`config.mk`:
```
export PLATFORM = sky130hd
export DESIGN_NAME = pipe_stage_reg_flat
export DESIGN_NICKNAME = d
export VERILOG_FILES = /design/src/rtl/pipe_stage_reg_if.sv /design/src/rtl/pipe_stage_reg.sv /design/src/flat_wrapper.sv
export SDC_FILE = /design/constraint.sdc
export NUM_CORES = 1
export LEC_CHECK = 0
export ABC_AREA = 1
export BUFFER_PORTS_ARGS = -buffer_cell sky130_fd_sc_hd__buf_2
export CAP_MARGIN = 15
export CORE_MARGIN = 10
export CORE_UTILIZATION = 40
export CTS_BUF_LIST = sky130_fd_sc_hd__clkbuf_4
export DETAILED_ROUTE_END_ITERATION = 10
export PLACE_DENSITY = 0.72
export REMOVE_ABC_BUFFERS = 1
export SLEW_MARGIN = 0
export SYNTH_ARGS = -nofsm -noshare
export SYNTH_HDL_FRONTEND = slang
export SYNTH_SLANG_ARGS = --single-unit
```
`constraint.sdc`:
```
create_clock -name clk -period 1.5 [get_ports clk]
set_input_delay 0.3 -clock clk [delete_from_list [all_inputs] [get_ports clk]]
set_output_delay 0.3 -clock clk [all_outputs]
set_load 0.1 [all_outputs]
```
`src/rtl/pipe_stage_reg_if.sv`:
```
// Handshake/payload bundle between an upstream pipeline stage, ctrl and the inter-stage register.
// The master side drives in_*/stall/flush/perf_clr; the slave side is the register itself.
interface pipe_stage_reg_if #(
  parameter int DATA_W     = 32,
  parameter int NUM_STAGES = 6,
  parameter int CNT_W      = 2,
  parameter int ACC_W      = 64,
  parameter int PERF_W     = 16
);
  logic                  in_valid;
  logic [4:0]            in_wd;
  logic                  in_wreg;
  logic [DATA_W-1:0]     in_data;
  logic [CNT_W-1:0]      in_cnt;
  logic [ACC_W-1:0]      in_acc;
  logic [NUM_STAGES-1:0] stall;
  logic                  flush;
  logic                  perf_clr;
  logic                  out_valid;
  logic [4:0]            out_wd;
  logic                  out_wreg;
  logic [DATA_W-1:0]     out_data;
  logic [CNT_W-1:0]      cnt_o;
  logic [ACC_W-1:0]      acc_o;
  logic [PERF_W-1:0]     bubble_cnt;

  modport master (
    output in_valid, in_wd, in_wreg, in_data, in_cnt, in_acc, stall, flush, perf_clr,
    input  out_valid, out_wd, out_wreg, out_data, cnt_o, acc_o, bubble_cnt
  );

  modport slave (
    input  in_valid, in_wd, in_wreg, in_data, in_cnt, in_acc, stall, flush, perf_clr,
    output out_valid, out_wd, out_wreg, out_data, cnt_o, acc_o, bubble_cnt
  );
endinterface

```
`src/rtl/pipe_stage_reg.sv`:
```
// Inter-stage pipeline register with flush, stall-driven bubble insertion, multi-cycle state
// feedback (cnt/acc) and a saturating bubble counter.
module pipe_stage_reg #(
  parameter int DATA_W     = 32,
  parameter int NUM_STAGES = 6,
  parameter int STAGE_IDX  = 3,
  parameter int CNT_W      = 2,
  parameter int ACC_W      = 64,
  parameter int PERF_W     = 16
) (
  input logic              clk,
  input logic              rst_n,
  pipe_stage_reg_if.slave  bus
);

  generate
    if (STAGE_IDX < 0 || STAGE_IDX > NUM_STAGES - 2) begin : g_bad_stage_idx
      $error("pipe_stage_reg: STAGE_IDX must lie in 0..NUM_STAGES-2");
    end
  endgenerate

  function automatic logic [PERF_W-1:0] sat_inc(input logic [PERF_W-1:0] v);
    return (v == {PERF_W{1'b1}}) ? v : v + PERF_W'(1);
  endfunction

  logic w_up;
  logic w_dn;
  logic w_bubble;
  logic w_unused_stall;

  assign w_up     = bus.stall[STAGE_IDX];
  assign w_dn     = bus.stall[STAGE_IDX+1];
  assign w_bubble = w_up & ~w_dn & ~bus.flush;
  // Only two stall bits matter to this instance.
  assign w_unused_stall = ^bus.stall;

  logic              r_valid_p1;
  logic [4:0]        r_wd_p1;
  logic              r_wreg_p1;
  logic [DATA_W-1:0] r_data_p1;
  logic [CNT_W-1:0]  r_cnt_p1;
  logic [ACC_W-1:0]  r_acc_p1;
  logic [PERF_W-1:0] r_bubble_cnt;

  // Stage boundary: upstream -> registered outputs. Priority flush > bubble > pass > hold;
  // the illegal up=0,dn=1 pattern falls into pass.
  always_ff @(posedge clk or negedge rst_n) begin
    if (!rst_n) begin
      r_valid_p1 <= 1'b0;
      r_wd_p1    <= 5'd0;
      r_wreg_p1  <= 1'b0;
      r_data_p1  <= '0;
      r_cnt_p1   <= '0;
      r_acc_p1   <= '0;
    end else if (bus.flush) begin
      r_valid_p1 <= 1'b0;
      r_wd_p1    <= 5'd0;
      r_wreg_p1  <= 1'b0;
      r_data_p1  <= '0;
      r_cnt_p1   <= '0;
      r_acc_p1   <= '0;
    end else if (w_up && !w_dn) begin
      r_valid_p1 <= 1'b0;
      r_wd_p1    <= 5'd0;
      r_wreg_p1  <= 1'b0;
      r_data_p1  <= '0;
      r_cnt_p1   <= bus.in_cnt;
      r_acc_p1   <= bus.in_acc;
    end else if (!w_up) begin
      r_valid_p1 <= bus.in_valid;
      r_wd_p1    <= bus.in_wd;
      r_wreg_p1  <= bus.in_wreg;
      r_data_p1  <= bus.in_data;
      r_cnt_p1   <= '0;
      r_acc_p1   <= '0;
    end
  end

  always_ff @(posedge clk or negedge rst_n) begin
    if (!rst_n) begin
      r_bubble_cnt <= '0;
    end else if (bus.perf_clr) begin
      r_bubble_cnt <= '0;
    end else if (w_bubble) begin
      r_bubble_cnt <= sat_inc(r_bubble_cnt);
    end
  end

  assign bus.out_valid  = r_valid_p1;
  assign bus.out_wd     = r_wd_p1;
  assign bus.out_wreg   = r_wreg_p1;
  assign bus.out_data   = r_data_p1;
  assign bus.cnt_o      = r_cnt_p1;
  assign bus.acc_o      = r_acc_p1;
  assign bus.bubble_cnt = r_bubble_cnt;

endmodule

```
`src/flat_wrapper.sv`:
```
// flat-port wrapper written by rule: the top's interface ports become plain ports
module pipe_stage_reg_flat 
#(
  parameter int DATA_W     = 32,
  parameter int NUM_STAGES = 6,
  parameter int STAGE_IDX  = 3,
  parameter int CNT_W      = 2,
  parameter int ACC_W      = 64,
  parameter int PERF_W     = 16
)
  (clk, rst_n, bus_in_valid, bus_in_wd, bus_in_wreg, bus_in_data, bus_in_cnt, bus_in_acc, bus_stall, bus_flush, bus_perf_clr, bus_out_valid, bus_out_wd, bus_out_wreg, bus_out_data, bus_cnt_o, bus_acc_o, bus_bubble_cnt);
  pipe_stage_reg_if #(.DATA_W(DATA_W), .NUM_STAGES(NUM_STAGES), .CNT_W(CNT_W), .ACC_W(ACC_W), .PERF_W(PERF_W)) bus_i ();
  input logic clk;
  input logic rst_n;
  input wire logic [$bits(bus_i.in_valid)-1:0] bus_in_valid;
  input wire logic [$bits(bus_i.in_wd)-1:0] bus_in_wd;
  input wire logic [$bits(bus_i.in_wreg)-1:0] bus_in_wreg;
  input wire logic [$bits(bus_i.in_data)-1:0] bus_in_data;
  input wire logic [$bits(bus_i.in_cnt)-1:0] bus_in_cnt;
  input wire logic [$bits(bus_i.in_acc)-1:0] bus_in_acc;
  input wire logic [$bits(bus_i.stall)-1:0] bus_stall;
  input wire logic [$bits(bus_i.flush)-1:0] bus_flush;
  input wire logic [$bits(bus_i.perf_clr)-1:0] bus_perf_clr;
  output wire logic [$bits(bus_i.out_valid)-1:0] bus_out_valid;
  output wire logic [$bits(bus_i.out_wd)-1:0] bus_out_wd;
  output wire logic [$bits(bus_i.out_wreg)-1:0] bus_out_wreg;
  output wire logic [$bits(bus_i.out_data)-1:0] bus_out_data;
  output wire logic [$bits(bus_i.cnt_o)-1:0] bus_cnt_o;
  output wire logic [$bits(bus_i.acc_o)-1:0] bus_acc_o;
  output wire logic [$bits(bus_i.bubble_cnt)-1:0] bus_bubble_cnt;
  assign bus_i.in_valid = bus_in_valid;
  assign bus_i.in_wd = bus_in_wd;
  assign bus_i.in_wreg = bus_in_wreg;
  assign bus_i.in_data = bus_in_data;
  assign bus_i.in_cnt = bus_in_cnt;
  assign bus_i.in_acc = bus_in_acc;
  assign bus_i.stall = bus_stall;
  assign bus_i.flush = bus_flush;
  assign bus_i.perf_clr = bus_perf_clr;
  assign bus_out_valid = bus_i.out_valid;
  assign bus_out_wd = bus_i.out_wd;
  assign bus_out_wreg = bus_i.out_wreg;
  assign bus_out_data = bus_i.out_data;
  assign bus_cnt_o = bus_i.cnt_o;
  assign bus_acc_o = bus_i.acc_o;
  assign bus_bubble_cnt = bus_i.bubble_cnt;
  pipe_stage_reg #(.DATA_W(DATA_W), .NUM_STAGES(NUM_STAGES), .STAGE_IDX(STAGE_IDX), .CNT_W(CNT_W), .ACC_W(ACC_W), .PERF_W(PERF_W)) u_core (.clk(clk), .rst_n(rst_n), .bus(bus_i));
endmodule
```
==> results_dict.tcl <==
set metrics [dict create \
    outcome "finished, violations left" \
    violations "negative setup slack" \
    final_cell_mix "126 x buf_12, 122 x nand3_1, 116 x inv_1" \
    overflow 0 \
    ys_ff_latch 121 \
    worstPathRequired_ns 1.98 \
    hold_class "primary input to flop" \
    register_area_um2 3040 \
    cts_max_path_buffers 2 \
    clk_root_buffer_cell "clkbuf_4" \
    avgRoutedWirePerCell_um 24.6 \
    ant_nets 0 \
    p_leak_nw 5.09 \
    vias_per_cell 5.66 \
    drt-total-wl_mm 30.3 \
    hold_violations 0 \
    ctsHtreeMaxLevel 4 \
    die_h_um 134 \
    worstSetupStartpoint "u_core.bus.bubble_cnt[1]" \
    io_pins 236 \
    vias 6980 \
    p_seq_share_pct 40.0 \
    finalMaxSlewViolations 0 \
    nFillCells 552 \
    pre_cts_slack_ns 0.000451 \
    critPathMaxFanout 7 \
    drcViolationCount 0 \
    postLayoutCoreUtil_pct 85.9 \
    clock.fmax_mhz 586 \
    crit_type "flop to flop" \
    dp.cells 1008 \
    internal_power_mw 5.72 \
    yosysWarnings 0 \
    p_clk_share_pct 31.3 \
    skew_ns 0.0193 \
    layout_setup_ws_ns -0.205 \
    r2r_start "u_core.bus.bubble_cnt[1]" \
    ys_types 21 \
    final_common_cell "buf_12" \
    multi_input_comb_area_um2 1800 \
    grt.total_usage_pct 27.1 \
    hp-start "bus_perf_clr" \
    rsz0062_at_grt "true" \
    worst_pin_slew_ns 0.629 \
    hold_slack_ns 0.0793 \
    io_buffer_count 231 \
    layoutNonFillerInstCount 1233 \
    period_minus_slack_ns 1.71 \
    switching_share_pct 35.4 \
    layout-drive-gt1-share_pct 41.4 \
    crit_path_start_kind "flop" \
    first_pass_iters 7 \
    syn_inst 607 \
    path_clk_slew_ns 0.13 \
    setup_violations 68 \
    avgSynthCellArea_um2 8.63 \
    power.density_nw_per_um2 810 \
    grt_pass1_vias 6695 \
    insertion_delay_ns 0.57 \
    relSlewSlack_pct 57.6 \
    clock_sinks 121 \
    tritoncts "done" \
    yosysSeqAreaShare_pct 57.8 \
    numCtsBuffers 17 \
    std_cell_rows 41 \
    p_comb_share_pct 28.8 \
    dp_hpwl_mm 12.6 \
    grt_max_degree 67 \
    cp-end-kind "flop" \
    start_util_pct 41.2 \
    grt_pass1_wl_mm 38.2 \
    place.gp.congestion 0.834 \
    irDropWorstVdd_v 0.000595 \
    dieArea_um2 18100 \
    crit_arrival_ns 2.19 \
    die_w_um 134 \
    coreArea_um2 12700 \
    netlist_area_um2 5240 \
    cap_violations 0 \
    drtIter0Drc 923 \
    final_nets 1161 \
    area_delta_synth_final_pct 109 \
    antenna_found_initial 3 \
    fin_crit_sh_pct 114 \
    switchingPower_mw 3.13 \
]
==> final timing paths <==
path,slack [ns],to,cells after the start
max,-0.21,u_core.bus.bubble_cnt[7],10
min,0.08,u_core.bus.bubble_cnt[4],3
max reg2reg,-0.21,u_core.bus.bubble_cnt[7],10
min reg2reg,0.57,u_core.bus.bubble_cnt[12],2
max in group asynchronous,0.72,u_core.bus.acc_o[12],3
min in group asynchronous,0.19,u_core.bus.acc_o[48],2
==> power by group through the flow <==
stage	Sequential, mW	Combinational, mW	Clock, mW
2_1_floorplan	4.38	0.227	0
3_3_place_gp	3.50	1.65	0
3_5_place_dp	3.50	1.67	0
4_1_cts	3.50	2.22	2.67
5_1_grt	3.54	2.62	2.89
6_report	3.54	2.55	2.77
==> registers in the layout (all words and copies together), names as in the netlist <==
register / flops
u_core.bus.out_valid: 1
u_core.bus.cnt_o: 2
u_core.bus.acc_o: 64
u_core.bus.out_wreg: 1
u_core.bus.out_wd: 5
u_core.bus.bubble_cnt: 16
u_core.bus.out_data: 32
==> metrics by stage <==
stage	total power, mW	TNS, ns	cell area, µm²
6_report	8.85	-3.87	10900
5_1_grt	9.05	-9.15	10900
4_1_cts	8.39	-2.23	10100
3_5_place_dp	5.17	0	7030
3_3_place_gp	5.15	0	7030
2_1_floorplan	4.60	-231.73	5080
==> logic make-up (layout without fill, tap and decap cells) <==
group,after synthesis,after routing,share of synthesized area [%]
adders and majority gates,1,1,0.239
buffers and inverters,155,606,11.5
AOI/OAI and AO/OA,126,126,12.3
xor gates and xnor gates,2,2,0.334
DFF,121,121,57.8
and+or+nand+nor,202,202,17.9
other,0,3,0
==> what timing repair did <==
| item | in CTS | in global routing |
|---|---|---|
| hold buffers | 106 | 0 |
| buffers inserted | 27 | 58 |
| endpoints found under the setup margin | 135 | 135 |
| gates resized for setup | 405 | 103 |
| endpoints found under the hold margin | 221 | 0 |
| gates cloned | 0 | 3 |
| pin swaps | 0 | 13 |
==> final cells by class <==
class                           count  area share (%)
Antenna cell                        3          0.0687
Clock buffer                       19            1.30
Clock inverter                     13            1.61
Inverter                          118            4.08
Multi-Input combinational cell    331            16.5
Sequential cell                   121            27.8
Tap cell                          172            1.97
Timing Repair Buffer              456            46.6
==> critical path: stages (launching register included) <==
cell and delay (ns):
dfrtp_1 0.45, ha_4 0.19, nand2_4 0.07, nor2_4 0.14, nand2_4 0.08, nor2_1 0.10, nand2_1 0.09, nand2_4 0.14
buf_6 0.17, nand2_1 0.06, o21ai_1 0.11
==> cell usage after synthesis <==
cell type  number  area share (%)
or2_2           2            0.24
o21ai_2         3            0.50
clkbuf_1       27             1.9
nand4_1         2            0.24
xor2_1          2            0.33
inv_2           1           0.072
buf_1           3            0.21
ha_1            1            0.24
inv_1         117             8.4
a21oi_1         4            0.38
nor2_2          2            0.24
o21ai_0       118              11
o21bai_1        1            0.14
nand2_1        51             3.7
nand3_1       123              12
buf_6           2            0.43
nor2_1         18             1.3
nand2_2         3            0.36
buf_2           5            0.48
dfrtp_1       121              58
nor3_1          1           0.095
==> layer usage <==
layer	vias to the layer above	track usage (%)	routed length, µm
met4	0	12.9	1780
met2	656	45.0	14700
met1	3326	28.9	10000
li1	2828	-	-
met3	170	12.1	3760
met5	-	0	0
No activity file was read; power rests on OpenSTA's default activity.
